`src/rtl/uart_tx_scheduler.sv`:
```
// Round-robin scheduler that shares one UART TX byte stream among three
// AXI4-Stream sources, prefixing each grant with that source's header byte.
module uart_tx_scheduler #(
    parameter int                    DATA_WIDTH = 8,
    parameter int                    MAX_BURST  = 16,
    parameter logic [DATA_WIDTH-1:0] HDR_S0     = 'd3,
    parameter logic [DATA_WIDTH-1:0] HDR_S1     = 'd2,
    parameter logic [DATA_WIDTH-1:0] HDR_S2     = 'd5
) (
    input  logic                  clk,
    input  logic                  rst_n,

    input  logic [DATA_WIDTH-1:0] s0_tdata,
    input  logic                  s0_tvalid,
    output logic                  s0_tready,
    input  logic                  s0_tlast,

    input  logic [DATA_WIDTH-1:0] s1_tdata,
    input  logic                  s1_tvalid,
    output logic                  s1_tready,
    input  logic                  s1_tlast,

    input  logic [DATA_WIDTH-1:0] s2_tdata,
    input  logic                  s2_tvalid,
    output logic                  s2_tready,
    input  logic                  s2_tlast,

    output logic [DATA_WIDTH-1:0] m_tdata,
    output logic                  m_tvalid,
    input  logic                  m_tready,
    output logic                  m_tlast,

    output logic [1:0]            grant_id,
    output logic                  busy,
    output logic [7:0]            cut_count
);

    typedef enum logic [1:0] {S_IDLE, S_HEADER, S_DATA} state_t;

    state_t     state_q, state_d;
    logic [1:0] rr_ptr_q, rr_ptr_d;
    logic [1:0] grant_q, grant_d;
    logic [7:0] count_q, count_d;
    logic [7:0] cut_q, cut_d;

    function automatic logic [1:0] next_id(input logic [1:0] id);
        return (id == 2'd2) ? 2'd0 : id + 2'd1;
    endfunction

    // Round-robin pick: first valid source starting at rr_ptr.
    logic [2:0] valid_vec;
    logic [1:0] cand0, cand1, cand2, pick_id;

    always_comb begin
        valid_vec = {s2_tvalid, s1_tvalid, s0_tvalid};
        cand0     = rr_ptr_q;
        cand1     = next_id(cand0);
        cand2     = next_id(cand1);
        if (valid_vec[cand0])      pick_id = cand0;
        else if (valid_vec[cand1]) pick_id = cand1;
        else                       pick_id = cand2;
    end

    logic [DATA_WIDTH-1:0] g_tdata, g_hdr;
    logic                  g_tvalid, g_tlast, burst_end;

    always_comb begin
        case (grant_q)
            2'd0:    begin g_tdata = s0_tdata; g_tvalid = s0_tvalid; g_tlast = s0_tlast; g_hdr = HDR_S0; end
            2'd1:    begin g_tdata = s1_tdata; g_tvalid = s1_tvalid; g_tlast = s1_tlast; g_hdr = HDR_S1; end
            default: begin g_tdata = s2_tdata; g_tvalid = s2_tvalid; g_tlast = s2_tlast; g_hdr = HDR_S2; end
        endcase
        burst_end = (count_q == 8'(MAX_BURST - 1));
    end

    always_comb begin
        // NOTE: every output and next-state signal gets a default first so no path infers a latch.
        state_d   = state_q;
        rr_ptr_d  = rr_ptr_q;
        grant_d   = grant_q;
        count_d   = count_q;
        cut_d     = cut_q;
        m_tvalid  = 1'b0;
        m_tdata   = '0;
        m_tlast   = 1'b0;
        s0_tready = 1'b0;
        s1_tready = 1'b0;
        s2_tready = 1'b0;

        case (state_q)
            S_IDLE: begin
                if (|valid_vec) begin
                    grant_d = pick_id;
                    state_d = S_HEADER;
                end
            end
            S_HEADER: begin
                m_tvalid = 1'b1;
                m_tdata  = g_hdr;
                if (m_tready) begin
                    state_d = S_DATA;
                    count_d = 8'd0;
                end
            end
            S_DATA: begin
                m_tvalid  = g_tvalid;
                m_tdata   = g_tdata;
                m_tlast   = g_tlast | burst_end;
                s0_tready = (grant_q == 2'd0) & m_tready;
                s1_tready = (grant_q == 2'd1) & m_tready;
                s2_tready = (grant_q == 2'd2) & m_tready;
                if (g_tvalid && m_tready) begin
                    if (g_tlast || burst_end) begin
                        state_d  = S_IDLE;
                        rr_ptr_d = next_id(grant_q);
                        // A forced cut leaves the rest of the packet for a later grant.
                        if (!g_tlast && cut_q != 8'hFF) cut_d = cut_q + 8'd1;
                    end else begin
                        count_d = count_q + 8'd1;
                    end
                end
            end
            default: state_d = S_IDLE;
        endcase
    end

    // NOTE: sequential state uses non-blocking assignments so all registers update together.
    always_ff @(posedge clk) begin
        if (!rst_n) begin
            state_q  <= S_IDLE;
            rr_ptr_q <= 2'd0;
            grant_q  <= 2'd0;
            count_q  <= 8'd0;
            cut_q    <= 8'd0;
        end else begin
            state_q  <= state_d;
            rr_ptr_q <= rr_ptr_d;
            grant_q  <= grant_d;
            count_q  <= count_d;
            cut_q    <= cut_d;
        end
    end

    assign grant_id  = grant_q;
    assign busy      = (state_q != S_IDLE);
    assign cut_count = cut_q;

endmodule

```
`config.mk`:
```
export PLATFORM = sky130hd
export DESIGN_NAME = uart_tx_scheduler
export DESIGN_NICKNAME = d
export VERILOG_FILES = /design/src/rtl/uart_tx_scheduler.sv
export SDC_FILE = /design/constraint.sdc
export NUM_CORES = 1
export LEC_CHECK = 0
export CAP_MARGIN = 20
export CORE_MARGIN = 2
export CORE_UTILIZATION = 45
export DETAILED_ROUTE_END_ITERATION = 8
export HOLD_SLACK_MARGIN = 0.06
export PLACE_DENSITY = 0.87
export SLEW_MARGIN = 30
export SYNTH_ARGS = -nofsm -noshare
export SYNTH_HDL_FRONTEND = slang
export SYNTH_SLANG_ARGS = --single-unit
```
`constraint.sdc`:
```
create_clock -name clk -period 5.8 [get_ports clk]
set_input_delay 1.74 -clock clk [delete_from_list [all_inputs] [get_ports clk]]
set_output_delay 1.74 -clock clk [all_outputs]
set_load 0.005 [all_outputs]
```
== Yosys cells after proc, flatten, opt, wreduce, memory -nomap -nowiden ==
Cells that the tools add are included.
W data, S select, Z words.

* Bits in registers: 22
* Input port bits: 33
* Output and inout bits: 24
* Word-level logic and storage cells: 71

* Add/sub/neg operators: 5
* Magnitude comparators: 2
* Equal/unequal tests: 13
* Muxes and demuxes: 28
* Bitwise logic cells: 4
* Reduce and logical (&&, ||, !) cells: 14

{| class="wikitable"
|+ Operator list
! kind !! count
|-
| $pmux W8 S2 || 3
|-
| $mux W8 || 3
|-
| $mux W2 || 9
|-
| $add A8 B1 Y8 const B || 2
|-
| $reduce_and A4 Y1 || 3
|-
| $ne A2 B2 Y1 const B || 5
|-
| $eq A2 B2 Y1 const B || 4
|-
| $eq A8 B4 Y1 const B || 1
|-
| $ne A8 B8 Y1 const B || 1
|-
| $add A2 B1 Y2 const B || 3
|-
| $lt A2 B3 Y1 const B || 2
|-
| $mux W1 || 6
|-
| $pmux W1 S2 || 3
|-
| $pmux W2 S3 || 1
|-
| $pmux W3 S2 || 1
|-
| $bmux W1 S2 || 2
|-
| $eq A2 B1 Y1 const B || 2
|-
| $logic_not A2 Y1 || 2
|-
| $reduce_bool A2 Y1 || 2
|-
| $and A1 B1 Y1 || 3
|-
| $reduce_and A3 Y1 || 1
|-
| $reduce_or A3 Y1 || 1
|-
| $logic_and A1 B1 Y1 || 2
|-
| $reduce_and A2 Y1 || 1
|-
| 3 further kinds || 3
|}

== Depth between registers and ports, before layout ==
* Depth in word-level cells: 6
* Depth in mapped cells: 10
* Depth with buffers taken out: 7

== Worst setup path after synthesis ==
No wires, ideal clock.

* Path kind: input port to output port
* Start: in s1_tlast
* End: out m_tlast
* Data arrival time: 2,338 ps
* Required time: 4,060 ps
* Slack: 1,722 ps
* Stages: 3
* Buffers on the path: 0
* Path through: mux2_2 mux2i_1 a21oi_1

* Word-level cells in the longest chain between the ends: 3

{| class="wikitable"
|+ RTL lines
! what !! RTL line !! source
|-
| start, declared || 21 || <nowiki>input logic s1_tlast,</nowiki>
|-
| $pmux W1 S2 || 68 || <nowiki>case (grant_q)</nowiki>
|-
| $or A1 B1 Y1 || 108 || <nowiki>m_tlast = g_tlast | burst_end;</nowiki>
|-
| $mux W1 || 90 || <nowiki>case (state_q)</nowiki>
|-
| end, declared || 31 || <nowiki>output logic m_tlast,</nowiki>
|}

No other way between the ends.

== Worst setup path in the final report ==
* Start: in s0_tvalid
* End: out m_tvalid

* Word-level cells in the longest chain between the ends: 2

{| class="wikitable"
|+ RTL lines
! what !! RTL line !! source
|-
| start, declared || 14 || <nowiki>input logic s0_tvalid,</nowiki>
|-
| $pmux W1 S2 || 68 ||
|-
| $pmux W1 S2 || 90 ||
|-
| end, declared || 29 || <nowiki>output logic m_tvalid,</nowiki>
|}

No other way between the ends.

==> metrics <==
total track usage 21.5%; CTS max path bufs 2; wirelength, routed 4320 um; Required @ worst endpoint 4060 ps; Hold Crit Class reg -> reg; Post-CTS Hold Fix Bufs 0; largest net degree at the start of global routing 24; Worst slew margin 44.1%; area grow syn2layout 37.1%; FP Rows 21; Synth Area in Simple Gates 29.1%; Crit. End Element output pin; Unique masters post-synth 50; status complete, no violations; via count 1780; post-route clock period utilization 88.0%; die height 63.6 um; RR Startpoint grant_id[0]; Fin Setup TNS 0 ps; HP Start cut_count[7]; nets 299; Buf+Inv Stages, Crit Path 2; top post-synthesis cells by area dfxtp_1 28%, a21oi_1 6.9%, mux2i_1 6.3%; crit-path cells clkdlybuf4s50_1 -> mux2i_1 -> a211oi_1 -> o21a_1 -> clkdlybuf4s50_1; mux contribution to synthesized area 7.67%; Crit Path Category in -> out; final std cells w/o fill 306; critical path startpoint s0_tvalid; IO Count 57; drt first pass iters 4; sequential fraction of the synthesis area 27.6%; Worst path max stage delay 540 ps; DR vias/cell 5.82; most frequent cells in the layout 56 x clkdlybuf4s50_1, 22 x a21oi_1, 22 x nor2_1, 22 x dfxtp_1, 18 x nand2_1; Ys Warns 0; data arrival time of the worst path 3360 ps; syn_area_per_cell 7.50 um^2; Yosys top cell area share 27.6%; worst-path fanout max 5; clock sink count 22; CP dominant cell by count clkdlybuf4s50_1; Final Util 65.1%; clk root buf clkbuf_4; vias in the first global route 1547; Finish-stage setup viols 0; WL/cell 14.1 um; DRC 0; Die Width 63.6 um; Die ar. 4040 um^2; share of cells above drive strength 1 3.85%; CTS HTree Levels 1; MaxCap Viol Count 0; antenna violations before repair 0; Post-DP HPWL 3350 um; Pwr Density 271 nW/um^2; GP Congestion 0.825; Peak VDD IR 0.192 mV; RSZ-0062 raised after global routing false; first-pass GRT wire length 7100 um; Critical Path Slowest Stage Cell clkdlybuf4s50_1; core area 3360 um^2; Inserted Clock Buffers 3; GRT overflow 0; post-CTS sizing 0; min cycle time layout 5100 ps; adder-cell share of the synthesized area 3.92%; Top FF cell, synth dfxtp_1; Final Hold Vio Count 0; Synth Area in Compound Gates 25.5%; #FFs+latches synth 22; Async S/R FF share, synth 0%; Cell Area, Synth 1600 um^2; P_leak 0.743 nW; Clock transition at path regs 120 ps; most common cell after layout, fill and taps aside clkdlybuf4s50_1; Worst-Margin Slew 838 ps; Worst Skew 9.43 ps; ANT cells 0; Final ANT Viol Nets 0; Min Hold Slack 516 ps; main combinational cell family by area after synthesis simple AND/OR/NAND/NOR gates; Critical Path Source Type input port; clock insertion delay at the later pin of the skew report 310 ps; critical path's top delay family buffers and inverters; Post-Syn Nets 251; top cell type by total area after synthesis dfxtp_1; Post-CTS Setup Repair Bufs 0; I/O Buffers 56; Max Freq 196 MHz; xor/xnor share of the synthesized area 0.548%; CTS tree yes; placed insts 302; Initial Util 47.5%; Final Max Tran Viols 0; Post-synth EDFFs 0; DR iter-0 viols 173; Syn Inst Count 213
==> final timing paths <==
check,to,slack [ps],depth (start not counted)
setup reg to reg,cut_count[5],2820,5
hold reg to reg,cut_count[7],520,2
hold / removal,cut_count[7],520,2
setup / recovery,m_tvalid,700,5
==> cells in the mapped netlist (3+ instances only) <==
master / number
a21oi_1: 22
dfxtp_1: 22
ha_1: 5
clkbuf_1: 5
nor3_1: 5
nand3_1: 12
nand2_1: 18
and2_1: 4
nand4_1: 5
mux2i_1: 10
nand2b_1: 3
o21ai_0: 12
or3_1: 5
nor2b_1: 4
or4_1: 5
inv_1: 7
nor2_1: 22
buf_2: 3
==> flip-flops by register name, indices dropped and copies added (netlist names) <==
signal     count
grant_id       2
count_q        8
cand0          2
cut_count      8
state_q        2
==> worst register-to-register path: stages (launching register included) <==
cell     delay [ps]
dfxtp_1         860
mux2i_1         290
a221o_1         480
or4b_1          640
or4_1           510
a21oi_1         140
==> cell type report <==
cell class | count | area [um^2]
multi-input combinational | 170 | 1070
inverter | 8 | 30.0
timing repair buffer | 56 | 561
tap | 46 | 57.6
sequential | 22 | 440
clock buffer | 4 | 36.3
fill | 311 | 1170
==> where the power goes <==
group	internal [mW]	switching [mW]	total, mW	leakage [nW]
Sequential	0.164	0.0404	0.204	0.178
Clock	0.0383	0.0465	0.0848	0.0210
Combinational	0.153	0.152	0.304	0.544
==> through the flow <==
stage	setup WS (ps)	power, mW	cell area (um^2)
floorplan	1720	0.396	1600
global placement	737	0.505	2150
detailed placement	704	0.508	2150
CTS	696	0.594	2190
global route	614	0.639	2190
finish	695	0.594	2190
==> layer usage <==
metal	global-route usage [%]	wire, um	part of all wire, %	vias to the layer above
met5	0	0	0	-
met4	5.71	49	1.1	0
met3	4.29	156	3.6	6
met2	37.5	2230	52	42
met1	26.8	1880	44	840
li1	-	-	-	892
==> logic make-up (layout without fill, tap and decap cells) <==
kind of cell,after synthesis,in the layout
AOI/OAI and AO/OA,62,62
DFF,22,22
and+or+nand+nor,90,90
buffers and inverters,21,68
adders and majority gates,5,5
muxes,12,12
xor gates and xnor gates,1,1
Power figures use the tool's default switching activity.
